**config.mk**
```make
export PLATFORM = sky130hd
export DESIGN_NAME = mem_request_scheduler
export DESIGN_NICKNAME = d
export VERILOG_FILES = /design/src/rtl/mem_request_scheduler.sv
export SDC_FILE = /design/constraint.sdc
export NUM_CORES = 1
export LEC_CHECK = 0
export BUFFER_PORTS_ARGS = -buffer_cell sky130_fd_sc_hd__buf_2
export CAP_MARGIN = 20
export CORE_AREA = 2 2 157 159
export CTS_CLUSTER_DIAMETER = 60
export DETAILED_ROUTE_END_ITERATION = 6
export DIE_AREA = 0 0 159 161
export SYNTH_ARGS = -nofsm -noshare
export SYNTH_HDL_FRONTEND = slang
export SYNTH_SLANG_ARGS = --single-unit
```
**constraint.sdc**
```tcl
create_clock -name CLK -period 4.95 [get_ports CLK]
set_clock_uncertainty 0.05 [all_clocks]
set_input_delay 0 -clock CLK [delete_from_list [all_inputs] [get_ports CLK]]
set_output_delay 0 -clock CLK [all_outputs]
set_load 0.03 [all_outputs]
```
**src/rtl/mem_request_scheduler.sv**
```systemverilog
// Round-robin scheduler sharing one main-memory port between three requesters,
// with bounded burst locking and a sticky watchdog on a stalled memory port.
module mem_request_scheduler #(
    parameter int NREQ      = 3,
    parameter int BURST_MAX = 4,
    parameter int TIMEOUT   = 255
) (
    input  logic                  CLK,
    input  logic                  nRST,
    input  logic [NREQ-1:0]       req_ren,
    input  logic [NREQ-1:0]       req_wen,
    input  logic [NREQ-1:0]       req_lock,
    input  logic [NREQ-1:0][31:0] req_addr,
    input  logic [NREQ-1:0][31:0] req_store,
    output logic [NREQ-1:0][31:0] req_load,
    output logic [NREQ-1:0]       req_wait,
    output logic                  ramREN,
    output logic                  ramWEN,
    output logic [31:0]           ramaddr,
    output logic [31:0]           ramstore,
    input  logic [31:0]           ramload,
    input  logic                  ramBUSY,
    output logic                  err_timeout,
    output logic [0:0]            dbg_state,
    output logic [1:0]            dbg_grant,
    output logic [1:0]            dbg_rr_ptr
);

    localparam logic [0:0] IDLE       = 1'b0;
    localparam logic [0:0] ACCESS     = 1'b1;
    localparam logic [1:0] BURST_LAST = 2'(BURST_MAX - 1);
    localparam logic [7:0] WD_LIMIT   = 8'(TIMEOUT);

    logic [0:0]      state_q, state_d;
    logic [1:0]      grant_q, grant_d;
    logic [1:0]      rr_ptr_q, rr_ptr_d;
    logic [1:0]      burst_cnt_q, burst_cnt_d;
    logic [7:0]      wd_cnt_q, wd_cnt_d;
    logic            err_q, err_d;
    logic [NREQ-1:0] req_any;

    function automatic logic [1:0] next_port(input logic [1:0] p);
        return (p == 2'd2) ? 2'd0 : p + 2'd1;
    endfunction

    // First requesting port scanning from ptr upwards, modulo 3.
    function automatic logic [1:0] rr_pick(input logic [2:0] req, input logic [1:0] ptr);
        logic [1:0] p1;
        logic [1:0] p2;
        p1 = next_port(ptr);
        p2 = next_port(p1);
        if (req[ptr]) return ptr;
        else if (req[p1]) return p1;
        else return p2;
    endfunction

    assign req_any = req_ren | req_wen;

    always_comb begin
        state_d     = state_q;
        grant_d     = grant_q;
        rr_ptr_d    = rr_ptr_q;
        burst_cnt_d = burst_cnt_q;
        wd_cnt_d    = wd_cnt_q;
        err_d       = err_q;
        ramREN      = 1'b0;
        ramWEN      = 1'b0;
        ramaddr     = '0;
        ramstore    = '0;
        req_load    = '0;
        req_wait    = req_any;
        case (state_q)
            IDLE: begin
                if (|req_any) begin
                    grant_d     = rr_pick(req_any, rr_ptr_q);
                    burst_cnt_d = '0;
                    wd_cnt_d    = '0;
                    state_d     = ACCESS;
                end
            end
            ACCESS: begin
                // Write wins when a requester raises both enables.
                ramWEN   = req_wen[grant_q];
                ramREN   = req_ren[grant_q] & ~req_wen[grant_q];
                ramaddr  = req_addr[grant_q];
                ramstore = req_store[grant_q];
                if (!req_any[grant_q]) begin
                    rr_ptr_d = next_port(grant_q);
                    state_d  = IDLE;
                end else if (!ramBUSY) begin
                    req_wait[grant_q] = 1'b0;
                    req_load[grant_q] = ramload;
                    wd_cnt_d          = '0;
                    if (req_lock[grant_q] && (burst_cnt_q < BURST_LAST)) begin
                        burst_cnt_d = burst_cnt_q + 2'd1;
                    end else begin
                        rr_ptr_d = next_port(grant_q);
                        state_d  = IDLE;
                    end
                end else begin
                    if (wd_cnt_q != 8'hFF) wd_cnt_d = wd_cnt_q + 8'd1;
                    if (wd_cnt_d == WD_LIMIT) err_d = 1'b1;
                end
            end
            default: state_d = IDLE;
        endcase
    end

    always_ff @(posedge CLK or negedge nRST) begin
        if (!nRST) begin
            state_q     <= IDLE;
            grant_q     <= '0;
            rr_ptr_q    <= '0;
            burst_cnt_q <= '0;
            wd_cnt_q    <= '0;
            err_q       <= 1'b0;
        end else begin
            state_q     <= state_d;
            grant_q     <= grant_d;
            rr_ptr_q    <= rr_ptr_d;
            burst_cnt_q <= burst_cnt_d;
            wd_cnt_q    <= wd_cnt_d;
            err_q       <= err_d;
        end
    end

    assign err_timeout = err_q;
    assign dbg_state   = state_q;
    assign dbg_grant   = grant_q;
    assign dbg_rr_ptr  = rr_ptr_q;

endmodule

```
==> flow_summary.yaml <==
routing:
  drt-pass1-iter-count: 6
  drtAntennaViolNets: 0
  via_count: 5043
  vias_per_cell: 4.16
  wirelength_mm: 17.9
  drc: 0
  drt_iter0_markers: 199
  avgRoutedWirePerCell_um: 14.8
outcome:
  outcome: "finished clean"
die:
  row_count: 57
  die_width_um: 159
  boundaryPins: 407
  die_h_um: 161
  die_area_sq_um: 25600
  floorplan.initialDensity_pct: 13.8
  core_area_sq_um: 24000
yosys:
  ys_types: 47
  synthArstFlopShare_pct: 100
  postSynthCellCount: 513
  synth_top_area_cell: "mux2i_1"
  ys_dominant_reg_cell: "dfrtp_1"
  netlist.area_leader.share_pct: 20.2
  synth_top_cells_by_count: "nor2_1, and2_1, a21oi_1"
  synth_nets: 751
  avgSynthCellArea_sq_um: 6.46
  yosysWarnings: 0
  post-synth-top-count-cell: "nor2_1"
  synth_area_leaders: "mux2i_1, and2_1, nor2_1"
  synth-edff-count: 0
  syn_area_sq_um: 3310
  synth-seq-cells: 16
  ys_seq_area_share_pct: 12.1
global_routing:
  gr-usage-all-layers_pct: 12.8
  antenna_found_initial: 2
  grt_pass1_wl_mm: 26.5
  grt_pass1_vias: 4802
  grt_overflow: 0
  grt_max_degree: 76
sta:
  rsz0062_at_grt: "no"
  slew_headroom_pct: 40.0
  holdWs_ps: 160
  timing.final.crit_share_pct: 55.1
  maxSlewViolCount: 0
  setup_viol_count_final: 0
  tns_ps: 0
  layout_min_cycle_time_ps: 2730
  fmax_mhz: 366
  final_hold_viol_count: 0
  tightest_slew_ps: 901
clocking:
  post_cts_buffers: 0
  htree_levels: 1
  clk_pin_slew_ps: 50
  worstSkewPairLatency_ps: 250
  cts_buffers: 3
  root_buffer: "clkbuf_16"
  tritoncts: "built"
  clock_sinks: 16
  cts_buffer_depth: 2
critical_path:
  slowest_delay_ps: 720
  cp_max_fo: 41
  path_class: "reg -> out"
  worstPathArrival_ps: 2680
  worst_setup_path_end_kind: "output port"
  timing.rr.start: "dbg_grant[0]"
  cp-start-kind: "flip-flop"
  crit_family: "simple AND/OR/NAND/NOR gates"
  crit_required_ps: 4900
  crit_slowest_cell: "dfrtp_4"
  critPathLaunch: "dbg_grant[0]"
  critPathBufInv: 2
  crit_chain: "nor2b_4 > buf_4 > a21oi_1 > nor2_1 > buf_2"
cells_and_area:
  area_delta_synth_final_pct: 73.3
  stdcell_area_sq_um: 5740
  drive_gt1_share_pct: 48.5
  diodes: 0
  nFillCells: 2659
  fin_nets: 1128
pwr:
  powerDensity_nw_per_um2: 504
  finalPower_w: 0.00289
  p_leak_nw: 3.39
  ir_worst_vdd_mv: 0.290
run:
  maxCapViolCount: 0
min_path:
  hp-class: "in -> async"
placed_design:
  place_congestion: 0.815
  io_buffer_count: 406
  hpwl_mm: 14.8
  placed_area_sq_um: 5650
-- worst paths after layout --
path                            endpoint  slack, ps  depth (start not counted)
hold reg to reg              err_timeout        410                          1
setup reg to reg           dbg_rr_ptr[1]       2390                          5
setup / recovery            ramstore[15]       2220                          5
max in group asynchronous   dbg_grant[0]       4380                          2
min in group CLK               dbg_state        160                          4
hold / removal               wd_cnt_q[2]        160                          2
-- cell usage in the layout (no fill, tap or decap), types with 2 or more instances in the layout --
cell type / instances
a21bo_1: 2
a21oi_1: 68
a22o_1: 4
a31oi_1: 3
and2_1: 97
and3_1: 2
and4_1: 2
buf_2: 406
buf_4: 7
clkbuf_16: 3
dfrtp_1: 14
ha_1: 2
inv_1: 5
mux2_2: 3
mux2i_1: 67
nand2_1: 6
nand2b_1: 2
nand3_1: 7
nand4_1: 2
nor2_1: 140
nor3_1: 5
nor3b_1: 2
nor4_4: 2
o21ai_0: 9
o2bb2ai_1: 2
xnor2_1: 2
-- registers in the layout (all words and copies together) (netlist names) --
signal,cells
dbg_grant,2
err_timeout,1
wd_cnt_q,8
dbg_state,1
burst_cnt_q,2
dbg_rr_ptr,2
-- what timing repair did --
item / in CTS / in global routing
hold buffers: 1 / 0
gates resized for setup: 0 / 0
hold endpoints to repair: 16 / 0
-- routing by layer --
| metal | track usage [%] | share of wire, % | vias up |
|---|---|---|---|
| li1 | - | - | 2479 |
| met1 | 15.4 | 41 | 2256 |
| met2 | 24.4 | 51 | 294 |
| met3 | 1.80 | 7.2 | 14 |
| met4 | 1.74 | 0.95 | 0 |
| met5 | 0 | 0 | - |
-- worst register-to-register path: cells and delay by family (launching register included) --
kind	cells	cell delay [ps]
mux	1	380
simple gates	1	670
compound gates	3	620
flops	1	720
-- cell families (layout without fill, tap and decap cells) --
group / count (synthesis) / in the layout / synth area share [%]
simple gates: 275 / 275 / 41.6
compound gates: 100 / 100 / 17.7
mux: 70 / 70 / 21.3
buf+inv: 48 / 424 / 6.08
flops: 16 / 16 / 12.1
fa+ha+maj: 2 / 2 / 0.755
xor+xnor: 2 / 2 / 0.529
-- power breakdown --
group	total [W]	switching (W)	internal, W
registers	0.000292	0.000124	0.000167
clock network	0.000159	0.0000500	0.000109
logic	0.00244	0.00164	0.000797
-- through the flow --
step | utilization (%) | cells | setup slack, ps
2_1_floorplan | - | 513 | 3000
3_3_place_gp | 23.6 | 1208 | 2440
3_5_place_dp | 23.6 | 1208 | 2390
4_1_cts | 23.9 | 1213 | 2130
5_1_grt | 23.9 | 1213 | 2070
6_report | 23.9 | 1213 | 2220
-- final cells by class --
type	instances	area [sq um]	share of cell area [%]
flip-flops and latches	16	405	7.06
inverters	6	22.5	0.392
multi-input cells	449	2730	47.6
clock buffers	4	78.8	1.37
repair buffers	414	2090	36.5
well taps	324	405	7.06
Note: power is estimated with default switching activity, not from simulation.
